===== config.mk =====
export PLATFORM = sky130hd
export DESIGN_NAME = alu_share_sched
export DESIGN_NICKNAME = d
export VERILOG_FILES = /design/src/rtl/alu_share_pkg.sv /design/src/rtl/alu_share_sched_rr_pick.sv /design/src/rtl/alu_share_sched.sv
export SDC_FILE = /design/constraint.sdc
export NUM_CORES = 1
export LEC_CHECK = 0
export ABC_CLOCK_PERIOD_IN_PS = 10900
export CORE_MARGIN = 5
export CORE_UTILIZATION = 34
export DETAILED_ROUTE_END_ITERATION = 10
export GPL_TIMING_DRIVEN = 0
export SLEW_MARGIN = 0
export SYNTH_ARGS = -nofsm -noshare
export SYNTH_HDL_FRONTEND = slang
export SYNTH_SLANG_ARGS = --single-unit

===== constraint.sdc =====
create_clock -name clock -period 10.9 [get_ports clock]
set_clock_uncertainty 0.05 [all_clocks]
set_input_delay 1.635 -clock clock [delete_from_list [all_inputs] [get_ports clock]]
set_output_delay 1.635 -clock clock [all_outputs]
set_load 0.1 [all_outputs]

===== src/rtl/alu_share_pkg.sv =====
// Shared definitions for the shared add/multiply scheduler.
// Holds the opcode values, the FSM state encoding and the fixed widths.
package alu_share_pkg;

  localparam int N_REQ  = 4;
  localparam int ID_W   = 2;
  localparam int DATA_W = 8;

  localparam logic OP_ADD = 1'b0;
  localparam logic OP_MUL = 1'b1;

  typedef enum logic [1:0] {
    ST_IDLE = 2'd0,
    ST_EXEC = 2'd1,
    ST_DONE = 2'd2
  } state_t;

endpackage


===== src/rtl/alu_share_sched_rr_pick.sv =====
// Combinational round-robin picker: the first set request after ptr wins.
// Produces both a one-hot grant vector and the encoded winner id.
module rr_pick
  import alu_share_pkg::*;
(
  input  logic [N_REQ-1:0] req,
  input  logic [ID_W-1:0]  ptr,
  output logic [N_REQ-1:0] onehot,
  output logic [ID_W-1:0]  id
);

  // rot[k] is the request of requester ptr+1+k (mod 4), so rot[0] has top priority
  logic [N_REQ-1:0] rot;
  logic [ID_W-1:0]  off;
  logic             found;

  genvar gi;
  generate
    for (gi = 0; gi < N_REQ; gi++) begin : g_rot
      assign rot[gi] = req[ptr + ID_W'(gi + 1)];
    end
  endgenerate

  always_comb begin
    off   = '0;
    found = 1'b0;
    for (int k = 0; k < N_REQ; k++) begin
      if (!found && rot[k]) begin
        off   = ID_W'(k);
        found = 1'b1;
      end
    end
    id     = found ? (ptr + off + ID_W'(1)) : '0;
    onehot = found ? (N_REQ'(1) << id) : '0;
  end

endmodule


===== src/rtl/alu_share_sched.sv =====
// Shares one add/multiply datapath among four requesters with round-robin
// arbitration, latched operands and a tagged, pulsed result.
module alu_share_sched
  import alu_share_pkg::*;
#(
  parameter int MUL_CYCLES = 2
) (
  input  logic                    clock,
  input  logic                    reset,
  input  logic [N_REQ-1:0]        req,
  input  logic [N_REQ-1:0]        op,
  input  logic [N_REQ*DATA_W-1:0] a_bus,
  input  logic [N_REQ*DATA_W-1:0] b_bus,
  output logic [N_REQ-1:0]        grant,
  output logic                    busy,
  output logic [2*DATA_W-1:0]     result,
  output logic                    done,
  output logic [ID_W-1:0]         done_id
);

  localparam logic [3:0] CNT_LAST = 4'(MUL_CYCLES - 1);

  state_t              state_reg, state_next;
  logic [ID_W-1:0]     ptr_reg, ptr_next;
  logic [ID_W-1:0]     id_reg, id_next;
  logic                op_reg, op_next;
  logic [DATA_W-1:0]   a_reg, a_next;
  logic [DATA_W-1:0]   b_reg, b_next;
  logic [3:0]          cnt_reg, cnt_next;
  logic [N_REQ-1:0]    grant_reg, grant_next;
  logic                busy_reg, busy_next;
  logic                done_reg, done_next;
  logic [2*DATA_W-1:0] result_reg, result_next;
  logic [ID_W-1:0]     done_id_reg, done_id_next;

  logic [N_REQ-1:0]    pick_onehot;
  logic [ID_W-1:0]     pick_id;
  logic [ID_W-1:0]     sel;
  logic [DATA_W-1:0]   mux_a, mux_b;
  logic [DATA_W:0]     sum;
  logic [2*DATA_W-1:0] prod;

  rr_pick u_pick (
    .req    (req),
    .ptr    (ptr_reg),
    .onehot (pick_onehot),
    .id     (pick_id)
  );

  // Operand mux follows the picker while idle and the latched owner otherwise
  assign sel   = (state_reg == ST_IDLE) ? pick_id : id_reg;
  assign mux_a = a_bus[sel*DATA_W +: DATA_W];
  assign mux_b = b_bus[sel*DATA_W +: DATA_W];
  assign sum   = {1'b0, a_reg} + {1'b0, b_reg};
  assign prod  = a_reg * b_reg;

  always_ff @(posedge clock or negedge reset) begin
    if (!reset) begin
      state_reg   <= ST_IDLE;
      ptr_reg     <= ID_W'(N_REQ - 1);
      id_reg      <= '0;
      op_reg      <= OP_ADD;
      a_reg       <= '0;
      b_reg       <= '0;
      cnt_reg     <= '0;
      grant_reg   <= '0;
      busy_reg    <= 1'b0;
      done_reg    <= 1'b0;
      result_reg  <= '0;
      done_id_reg <= '0;
    end else begin
      state_reg   <= state_next;
      ptr_reg     <= ptr_next;
      id_reg      <= id_next;
      op_reg      <= op_next;
      a_reg       <= a_next;
      b_reg       <= b_next;
      cnt_reg     <= cnt_next;
      grant_reg   <= grant_next;
      busy_reg    <= busy_next;
      done_reg    <= done_next;
      result_reg  <= result_next;
      done_id_reg <= done_id_next;
    end
  end

  always_comb begin
    state_next   = state_reg;
    ptr_next     = ptr_reg;
    id_next      = id_reg;
    op_next      = op_reg;
    a_next       = a_reg;
    b_next       = b_reg;
    cnt_next     = cnt_reg;
    grant_next   = '0;
    busy_next    = busy_reg;
    done_next    = 1'b0;
    result_next  = result_reg;
    done_id_next = done_id_reg;
    case (state_reg)
      ST_IDLE: begin
        if (|req) begin
          state_next = ST_EXEC;
          id_next    = pick_id;
          op_next    = op[pick_id];
          a_next     = mux_a;
          b_next     = mux_b;
          ptr_next   = pick_id;
          cnt_next   = '0;
          grant_next = pick_onehot;
          busy_next  = 1'b1;
        end
      end
      ST_EXEC: begin
        if (op_reg == OP_MUL && cnt_reg != CNT_LAST) begin
          cnt_next = cnt_reg + 4'd1;
        end else begin
          state_next   = ST_DONE;
          done_next    = 1'b1;
          done_id_next = id_reg;
          result_next  = (op_reg == OP_MUL) ? prod : {{(DATA_W-1){1'b0}}, sum};
        end
      end
      ST_DONE: begin
        state_next = ST_IDLE;
        busy_next  = 1'b0;
      end
      default: begin
        state_next = ST_IDLE;
        busy_next  = 1'b0;
      end
    endcase
  end

  assign grant   = grant_reg;
  assign busy    = busy_reg;
  assign done    = done_reg;
  assign result  = result_reg;
  assign done_id = done_id_reg;

endmodule


-- Word level (Yosys, flattened, before mapping)
Index checks and enable logic that the tools add are counted.
- logic and storage cells: 83
- flip-flop bits (word level): 51
- input port bits: 74
- equality and inequality tests: 5
- reductions and logical operators: 15
- shifts and indexed selects: 3
- multiplexer cells: 33
- multiply operators: 1
- bitwise gates (word level): 2
- order comparisons: 5
- add/sub/neg operators: 7
- operators with widths (kind ; count):
    $shiftx A32 B6 Y8 ; 2
    $mux W4 ; 5
    $mul A8 B8 Y16 ; 1
    $mux W16 ; 1
    $lt A2 B3 Y1 const B ; 5
    $mux W1 ; 13
    $mux W2 ; 6
    $bmux W1 S2 ; 5
    $add A8 B8 Y9 ; 1
    $pmux W4 S2 ; 1
    $reduce_and A2 Y1 ; 4
    $add A2 B1 Y2 const B ; 2
    $add A2 B2 Y2 const B ; 2
    $add A4 B1 Y4 const B ; 1
    $logic_and A1 B1 Y1 ; 4
    $ne A2 B2 Y1 const B ; 2
    $ne A4 B1 Y1 const B ; 1
    $pmux W2 S2 ; 1
    $reduce_or A4 Y1 ; 1
    $shl A1 B2 Y4 const A ; 1
    $logic_not A1 Y1 ; 3
    $reduce_and A3 Y1 ; 1
    $add A2 B2 Y2 ; 1
    $eq A2 B1 Y1 const B ; 1
    other kinds (5) ; 6

-- Depth between registers and ports, before layout
Gate-level depths: netlist (run 1).
- word-level depth: 20
- gate-level depth with buffers: 17
- depth with buffers taken out: 17

-- Modules after synthesis
A second synthesis (run 1) with hierarchy kept.
- cells, all modules: 538
- area, all modules: 5172.5 µm²
- by module, submodules not included (module ; seq. area each (µm²) ; cells an instance ; times used ; area an instance (µm²)):
    alu_share_sched ; 1278.7 ; 501 ; 1 ; 4902.2
    rr_pick ; 0.0 ; 37 ; 1 ; 270.3

-- Worst setup path after synthesis (run 1)
No wires, ideal clock.
- kind: flip-flop to flip-flop
- from: register a_reg[4]
- to: register result_reg[15] (netlist: result[15])
- setup time: 0.129 ns
- arrival: 4.048 ns
- path buffers: 0
- clock period less this slack: 4.228 ns
- stages on the path, launching flop included: 16
- slack: 6.672 ns
- cell sequence: dfrtp_1 -> ha_1 -> fa_1 -> fa_1 -> fa_1 -> inv_1 -> fa_1 -> inv_1 -> ha_1 -> o21ai_0 -> nand2b_1 -> a21oi_1 -> a21oi_1 -> a311oi_1 -> xnor2_1 -> o21ai_0
- cells in the longest elaborated chain, start to end: 2
- RTL lines (item ; RTL line ; source):
    from (decl) ; alu_share_sched.sv:27 ; logic [DATA_W-1:0] a_reg, a_next;
    from (signal assigned) ; alu_share_sched.sv:76 ; a_reg <= a_next;
    $mul A8 B8 Y16 ; alu_share_sched.sv:55 ; assign prod = a_reg * b_reg;
    $mux W16 ; alu_share_sched.sv:121 ; result_next = (op_reg == OP_MUL) ? prod : {{(DATA_W-1){1'b0}}, sum};
    to (signal assigned) ; alu_share_sched.sv:82 ; result_reg <= result_next;
    to (decl) ; alu_share_sched.sv:33 ; logic [2*DATA_W-1:0] result_reg, result_next;
Every way passes these cells.
A chain may end at the register's enable or synchronous reset.

-- Final worst setup path (run 1)
Same ends and word-level chain as after synthesis.

==> results.sh, run 1 <==
export IMPL_hp_start="id_reg[0]"
export IMPL_final_hold_viol_count=0
export IMPL_ioPinCount=98
export IMPL_status="complete, no violations"
export IMPL_clockBufferDepth=2
export IMPL_busiest_layer="met2"
export IMPL_crit_path_end_kind="flop"
export IMPL_core_area_sq_um=14400
export IMPL_antenna_found_initial=0
export IMPL_async_flop_share_pct=100
export IMPL_clock_sinks=51
export IMPL_first_pass_iters=4
export IMPL_h_tree_depth=2
export IMPL_start_util_pct=34.3
export IMPL_tritoncts="built"
export IMPL_rr_startpoint="a_reg[4]"
export IMPL_dr_first_iter_drc_count=191
export IMPL_maxSlewViolCount=0
export IMPL_synth_mux_area_share_pct=1.42
export IMPL_relSlewSlack_pct=33.6
export IMPL_r2r_slack_ps=6130
export IMPL_vias=4168
export IMPL_setup_ws_ps=6130
export IMPL_worstMarginPinSlew_ps=993
export IMPL_drcViolationCount=0
export IMPL_synthCells=523
export IMPL_synth_top_area_share_pct=24.8
export IMPL_multi_input_area_sq_um=3270
export IMPL_postCtsSetupBuffers=0
export IMPL_ys_ff_latch=51
export IMPL_grt_pass1_wl_um=22400
export IMPL_synth_area_top_cells="dfrtp_1 (25%), fa_1 (15%), ha_1 (12%)"
export IMPL_ys_flop_type="dfrtp_1"
export IMPL_syn_to_final_growth_pct=28.3
export IMPL_die_x_um=131
export IMPL_cp_max_fo=9
export IMPL_max_freq_mhz=210
export IMPL_period_share_pct=43.7
export IMPL_met3_usage_pct=1.83
export IMPL_utilization_pct=44.0
export IMPL_fill_cells=1409
export IMPL_cts_hold_buf=0
export IMPL_hold_end="done_id[0]"
export IMPL_synth_top_family_by_area="adder cells"
export IMPL_wl_um=13700
export IMPL_die_area_sq_um=17100
export IMPL_pre_cts_slack_ps=6170
export IMPL_gr_usage_met2_pct=29.1
export IMPL_cts_resized=0
export IMPL_largest_reg_flops=16
export IMPL_seq_area_sq_um=1280
export IMPL_gr_total_overflow=0
export IMPL_min_path_cells=2
export IMPL_synth_simple_area_share_pct=18.0
export IMPL_finalSetupTns_ps=0
export IMPL_yosysTopAreaCell="dfrtp_1"
export IMPL_grt_pass1_vias=4458
export IMPL_place_port_buffers=96
export IMPL_hold_path_class="flop to flop"
export IMPL_r2r_end="result[15]"
export IMPL_fin_nets=785
export IMPL_insertedDiodeCount=0
export IMPL_synth_xor_area_share_pct=3.16
export IMPL_drive_gt1_share_pct=5.73
export IMPL_syn_area_sq_um=4940
export IMPL_rsz0062_at_grt="no"
export IMPL_synth_edf_count=0
export IMPL_die_h_um=131
export IMPL_yosys_warnings=0
export IMPL_synth_adder_area_share_pct=26.9
export IMPL_period_minus_slack_ps=4770
export IMPL_place_congestion=0.823
export IMPL_path_clk_slew_ps=70
export IMPL_maxCapViolations=0
export IMPL_r2r_cells=15
export IMPL_cts_buffers=5
export IMPL_setup_viol=0
export IMPL_grt_max_degree=38
export IMPL_ant_nets=0
export IMPL_synth_compound_area_share_pct=16.7
export IMPL_met1_usage_pct=21.7
export IMPL_routed_via_density=5.13
export IMPL_crit_path_start_kind="flop"
export IMPL_cts_root_buf="clkbuf_16"
export IMPL_synth_cell_types=56
export IMPL_avgRoutedWirePerCell_um=16.9
export IMPL_synth_commonest_cells="inv_1 (62), dfrtp_1 (49), and2_1 (47), ha_1 (47), nand2_1 (42)"
export IMPL_critPathArrivalTime_ps=4890
export IMPL_syn_area_per_cell_sq_um=9.45
export IMPL_place_hpwl_um=11100
export IMPL_syn_nets=681
export IMPL_num_rows=44
export IMPL_yosysMostFrequentCell="inv_1"
export IMPL_cp_required_ps=11020
export IMPL_critical_path_class="flop to flop"
export IMPL_yosysSeqAreaShare_pct=25.9
export IMPL_clock_latency_ps=300
export IMPL_grt_use_total_pct=16.5
-- metal layers --
layer / up-vias / routed length (um) / share of wire [%]
li1: 2010 / - / -
met1: 2092 / 5980 / 44
met2: 57 / 7210 / 53
met3: 9 / 348 / 2.5
met4: 0 / 157 / 1.1
met5: - / 0 / 0
-- how the worst max path moves through the flow --
stage                   from          to  slack, ps  cells past startpoint
global placement    a_reg[4]  result[15]       6240                     15
global route        a_reg[2]  result[15]       5980                     15
CTS                 a_reg[4]  result[15]       6140                     15
detailed placement  a_reg[4]  result[15]       6170                     15
finish              a_reg[4]  result[15]       6130                     15
floorplan           a_reg[4]  result[15]       6670                     15
-- logic make-up (layout without fill, tap and decap cells) --
logic type / Yosys count / count (layout)
AOI/OAI and AO/OA: 111 / 111
xor gates and xnor gates: 17 / 17
adders and majority gates: 84 / 84
buffers and inverters: 81 / 186
DFF: 51 / 51
muxes: 7 / 7
and+or+nand+nor: 172 / 172
-- layout by cell type (no fill, tap or decap), types with 10 or more instances in the layout --
cell type	count
a21oi_1	16
a221oi_1	32
and2_1	47
clkdlybuf4s50_1	95
dfrtp_1	49
fa_1	37
ha_1	47
inv_1	62
nand2_1	42
nand2b_1	10
nor2_1	27
nor3_1	16
o21ai_0	24
-- stage by stage --
stage | instance area, sq um | std cells | hold WS, ps
after global placement | 6130 | 803 | 418
after floorplan | 4940 | 523 | 389
after detailed placement | 6150 | 804 | 408
final | 6340 | 812 | 429
after CTS | 6340 | 812 | 435
after global routing | 6340 | 812 | 466
-- final cells by class --
class	count	share of cell area, %
multi-input combinational	391	51.6
sequential	51	20.2
timing repair buffer	97	15.4
inverter	63	3.73
tap	184	3.63
buffer	18	2.47
clock buffer	5	1.97
clock inverter	3	1.07
-- worst max-delay path, stage by stage, from the launching register on --
cell and delay (ps):
dfrtp_1 520, ha_1 330, fa_1 590, fa_1 460
fa_1 550, inv_1 50, fa_1 540, inv_1 50
ha_1 330, o21ai_0 170, nand2b_1 80, a21oi_1 150
a21oi_1 110, a311oi_1 390, xnor2_1 180, o21ai_0 100
Power of run 1 is left out: the tool's default activity adds up to more than one toggle a clock period on the data nets, which glitch-free logic cannot reach.
==> inputs of run 2 (changes only) <==
--- a/config.mk
+++ b/config.mk
@@ -5,7 +5,7 @@
 export SDC_FILE = /design/constraint.sdc
 export NUM_CORES = 1
 export LEC_CHECK = 0
-export ABC_CLOCK_PERIOD_IN_PS = 10900
+export ABC_CLOCK_PERIOD_IN_PS = 4300
 export CORE_MARGIN = 5
 export CORE_UTILIZATION = 34
 export DETAILED_ROUTE_END_ITERATION = 10
==> constraint.sdc (replaced) <==
create_clock -name clock -period 4.3 [get_ports clock]
set_clock_uncertainty 0.05 [all_clocks]
set_input_delay 0.645 -clock clock [delete_from_list [all_inputs] [get_ports clock]]
set_output_delay 0.645 -clock clock [all_outputs]
set_load 0.1 [all_outputs]
==> results.sh, run 2 (same netlist as run 1, synthesis figures left out) <==
export IMPL_crit_path_start_kind="flop"
export IMPL_critPathTopFamily="adder cells"
export IMPL_seq_area_sq_um=1300
export IMPL_hold_path_class="input port to async pin"
export IMPL_cp_num_buf_inv=3
export IMPL_h_tree_depth=2
export IMPL_die_x_um=131
export IMPL_final_hold_viol_count=0
export IMPL_clock_sinks=51
export IMPL_largest_reg_flops=16
export IMPL_crit_path_top_delay_cell="fa_1"
export IMPL_place_congestion=0.823
export IMPL_grt_pass1_wl_um=23400
export IMPL_clock_latency_ps=300
export IMPL_antenna_found_initial=0
export IMPL_place_area_sq_um=6150
export IMPL_dr_wl_met2_um=7710
export IMPL_critPathMostFrequentCell="fa_1"
export IMPL_place_port_buffers=96
export IMPL_cp_max_fo=4
export IMPL_ioPinCount=98
export IMPL_period_minus_slack_ps=4230
export IMPL_place_hpwl_um=11100
export IMPL_cp_required_ps=4430
export IMPL_grt_use_total_pct=17.3
export IMPL_num_rows=44
export IMPL_maxSlewViolCount=0
export IMPL_wl_met1_um=6190
export IMPL_layout_common_cells="clkdlybuf4s50_1 (95), inv_1 (58), and2_1 (45)"
export IMPL_clockBufferDepth=2
export IMPL_grt_pass1_vias=4640
export IMPL_worstMarginPinSlew_ps=993
export IMPL_critical_path_class="flop to flop"
export IMPL_fill_cells=1361
export IMPL_core_area_sq_um=14400
export IMPL_crit_path_end_kind="flop"
export IMPL_die_h_um=131
export IMPL_grt_max_degree=38
export IMPL_drcViolationCount=0
export IMPL_cts_root_buf="clkbuf_16"
export IMPL_fin_nets=818
export IMPL_syn_to_final_growth_pct=37.5
export IMPL_final_common_cell="clkdlybuf4s50_1"
export IMPL_design_area_sq_um=6800
export IMPL_critPathArrivalTime_ps=4360
export IMPL_period_share_pct=98.4
export IMPL_multi_input_area_sq_um=3420
export IMPL_die_area_sq_um=17100
export IMPL_top_layer_used="met4"
export IMPL_routed_via_density=5.13
export IMPL_critPathMaxStageDelay_ps=530
export IMPL_avgRoutedWirePerCell_um=17.2
export IMPL_tritoncts="built"
export IMPL_path_cells="buf_4, and2_4, fa_1, fa_1, fa_1, inv_1, fa_1, inv_2, ha_4, o21ai_2, nand2b_1, a21oi_2, a21oi_2, a311oi_2, xnor2_1, o21ai_1"
export IMPL_max_freq_mhz=236
export IMPL_gr_total_overflow=0
export IMPL_rsz0062_at_grt="yes"
export IMPL_cts_buffers=5
export IMPL_wl_um=14500
export IMPL_path_clk_slew_ps=70
export IMPL_place_inst=804
export IMPL_stdcell_count=845
export IMPL_drive_gt1_share_pct=16.6
export IMPL_vias=4335
export IMPL_first_pass_iters=5
export IMPL_insertedDiodeCount=0
export IMPL_setup_viol=0
export IMPL_start_util_pct=34.3
export IMPL_met3_length_um=377
export IMPL_maxCapViolations=0
export IMPL_relSlewSlack_pct=33.6
export IMPL_utilization_pct=47.1
export IMPL_status="complete, no violations"
export IMPL_ant_nets=0
export IMPL_dr_first_iter_drc_count=209
run 2: metrics by stage:
stage          setup TNS [ps]  hold slack, ps  setup WS (ps)
6_report                    0             204           70.7
5_1_grt                 -55.4             233          -55.4
4_1_cts                 -18.8             211          -18.8
3_5_place_dp            -1270             408           -435
3_3_place_gp            -1060             418           -359
2_1_floorplan               0             299           72.3
run 2: layout make-up:
| cell class | count | area share, % |
|---|---|---|
| Clock inverter | 3 | 0.994 |
| Sequential cell | 51 | 19.1 |
| Multi-Input combinational cell | 391 | 50.3 |
| Timing Repair Buffer | 130 | 18.6 |
| Tap cell | 184 | 3.39 |
| Clock buffer | 5 | 1.84 |
| Buffer | 18 | 2.30 |
| Inverter | 63 | 3.48 |
run 2: repair_timing:
action	CTS	global route
setup endpoints to repair	8	7
gates resized for setup	34	18
pin swaps	9	33
buffers inserted	25	8
hold buffers	0	0
run 2: path summary, 6_finish.rpt:
check | from | end | slack, ps | depth (start not counted)
worst max-delay path | b_reg[2] | result[15] | 70 | 16
worst min-delay path | reset | done | 200 | 1
worst max register to register | b_reg[2] | result[15] | 70 | 16
worst min register to register | id_reg[0] | done_id[0] | 430 | 2
max in group asynchronous | reset | ptr_reg[0] | 3400 | 2
min in group clock | id_reg[0] | done_id[0] | 430 | 2
run 2: routing by layer:
layer,vias to the layer above,GRT usage [%]
met5,-,0
met4,0,4.66
met3,13,1.87
met2,70,30.6
met1,2173,22.6
li1,2079,-
Power of run 2 is left out for the same reason.
==> inputs of run 3 (changes only) <==
--- a/config.mk
+++ b/config.mk
@@ -7,10 +7,12 @@
 export LEC_CHECK = 0
 export ABC_CLOCK_PERIOD_IN_PS = 4300
 export CORE_MARGIN = 5
-export CORE_UTILIZATION = 34
+export CORE_UTILIZATION = 48
 export DETAILED_ROUTE_END_ITERATION = 10
+export GPL_ROUTABILITY_DRIVEN = 0
 export GPL_TIMING_DRIVEN = 0
-export SLEW_MARGIN = 0
+export PLACE_DENSITY = 0.78
+export SLEW_MARGIN = 20
 export SYNTH_ARGS = -nofsm -noshare
 export SYNTH_HDL_FRONTEND = slang
 export SYNTH_SLANG_ARGS = --single-unit
==> results.sh, run 3 (same netlist as run 1, synthesis figures left out) <==
export IMPL_maxCapViolations=0
export IMPL_crit_path_start_kind="flop"
export IMPL_clockBufferDepth=2
export IMPL_ant_nets=0
export IMPL_drcViolationCount=0
export IMPL_vias=4448
export IMPL_final_hold_viol_count=0
export IMPL_gr_total_overflow=0
export IMPL_multi_input_area_sq_um=3420
export IMPL_grt_pass1_wl_um=23100
export IMPL_hold_path_class="input port to async pin"
export IMPL_cp_max_fo=6
export IMPL_clock_latency_ps=310
export IMPL_place_hpwl_um=10500
export IMPL_die_h_um=111
export IMPL_syn_to_final_growth_pct=32.5
export IMPL_wl_um=14100
export IMPL_path_cells="buf_4, and2_1, ha_1, fa_1, ha_1, inv_1, fa_2, inv_1, ha_1, a21o_1, a21oi_2, nor2_1, o31a_1, o31ai_1, xor2_1, o21ai_0"
export IMPL_critPathMaxStageDelay_ps=600
export IMPL_final_common_cell="clkdlybuf4s50_1"
export IMPL_routed_via_density=5.64
export IMPL_place_port_buffers=96
export IMPL_path_clk_slew_ps=100
export IMPL_utilization_pct=64.3
export IMPL_core_area_sq_um=10200
export IMPL_critPathArrivalTime_ps=4330
export IMPL_critical_path_class="flop to flop"
export IMPL_max_freq_mhz=239
export IMPL_grt_max_degree=34
export IMPL_start_util_pct=48.5
export IMPL_period_share_pct=97.2
export IMPL_setup_viol=0
export IMPL_maxSlewViolCount=0
export IMPL_relSlewSlack_pct=33.1
export IMPL_fin_nets=810
export IMPL_place_inst=756
export IMPL_h_tree_depth=2
export IMPL_insertedDiodeCount=0
export IMPL_clock_sinks=51
export IMPL_cts_hold_buf=0
export IMPL_cp_required_ps=4450
export IMPL_ioPinCount=98
export IMPL_layout_common_cells="clkdlybuf4s50_1 (95), inv_1 (56), nand2_1 (42)"
export IMPL_grt_use_total_pct=22.7
export IMPL_dr_first_iter_drc_count=265
export IMPL_drive_gt1_share_pct=16.2
export IMPL_antenna_found_initial=0
export IMPL_num_rows=37
export IMPL_crit_path_top_delay_cell="fa_2"
export IMPL_cts_root_buf="clkbuf_8"
export IMPL_largest_reg_flops=16
export IMPL_cts_buffers=5
export IMPL_seq_area_sq_um=1300
export IMPL_avgRoutedWirePerCell_um=17.8
export IMPL_period_minus_slack_ps=4180
export IMPL_first_pass_iters=5
export IMPL_status="complete, no violations"
export IMPL_crit_path_end_kind="flop"
export IMPL_worstMarginPinSlew_ps=1000
export IMPL_grt_pass1_vias=4732
export IMPL_stdcell_count=789
export IMPL_die_x_um=111
export IMPL_fill_cells=803
export IMPL_critPathMostFrequentCell="ha_1"
export IMPL_tritoncts="built"
export IMPL_die_area_sq_um=12400
[run 3: cell types whose count changed in the layout (fill, tap and decap cells not counted), sizes merged]
cell    delta
buf        -9
bufinv     -2
clkbuf     +2
clkinv     +1
[run 3: final timing paths]
kind | startpoint | endpoint | slack (ps) | depth (start not counted)
worst max-delay path | a_reg[1] | result[12] | 120 | 16
worst min-delay path | reset | done | 220 | 1
worst max register to register | a_reg[1] | result[12] | 120 | 16
worst min register to register | id_reg[0] | done_id[0] | 430 | 2
max in group asynchronous | reset | ptr_reg[0] | 3370 | 2
min in group clock | id_reg[0] | done_id[0] | 430 | 2
[run 3: metrics by stage]
step                      setup TNS [ps]  hold slack, ps  cell area, sq um  setup WS [ps]
after floorplan                        0             299              4940           72.3
after global placement              -749             410              6070           -318
after detailed placement            -913             412              6090           -391
after CTS                          -22.8             224              6390          -22.8
after global routing               -10.8             249              6550          -10.8
final                                  0             224              6550            119
[run 3: final cells by class]
cell class	instances	share of cell area [%]
Clock inverter	2	0.191
Timing Repair Buffer	122	18.0
Inverter	63	3.61
Multi-Input combinational cell	391	52.3
Buffer	18	2.39
Clock buffer	6	1.11
Tap cell	136	2.60
Sequential cell	51	19.8
[run 3: metal layers]
metal  global-route usage (%)  share of wire, %  vias up
met5                        0                 0        -
met4                     7.87               2.0        0
met3                     3.32               4.9       28
met2                     40.1                53      145
met1                     28.4                41     2212
li1                         -                 -     2063
[run 3: what timing repair did]
| item | in CTS | in global routing |
|---|---|---|
| endpoints found under the setup margin | 8 | 8 |
| pin swaps | 5 | 34 |
| resized for setup | 26 | 34 |
| setup buffers | 18 | 7 |
[run 3: critical path, delay by kind of cell (launching register included)]
family | cells | cell delay (ps)
buf+inv | 3 | 260
simple gates | 2 | 200
compound gates | 5 | 1010
flops | 1 | 470
xor+xnor | 1 | 190
fa+ha+maj | 5 | 1870
Power of run 3 is left out for the same reason.
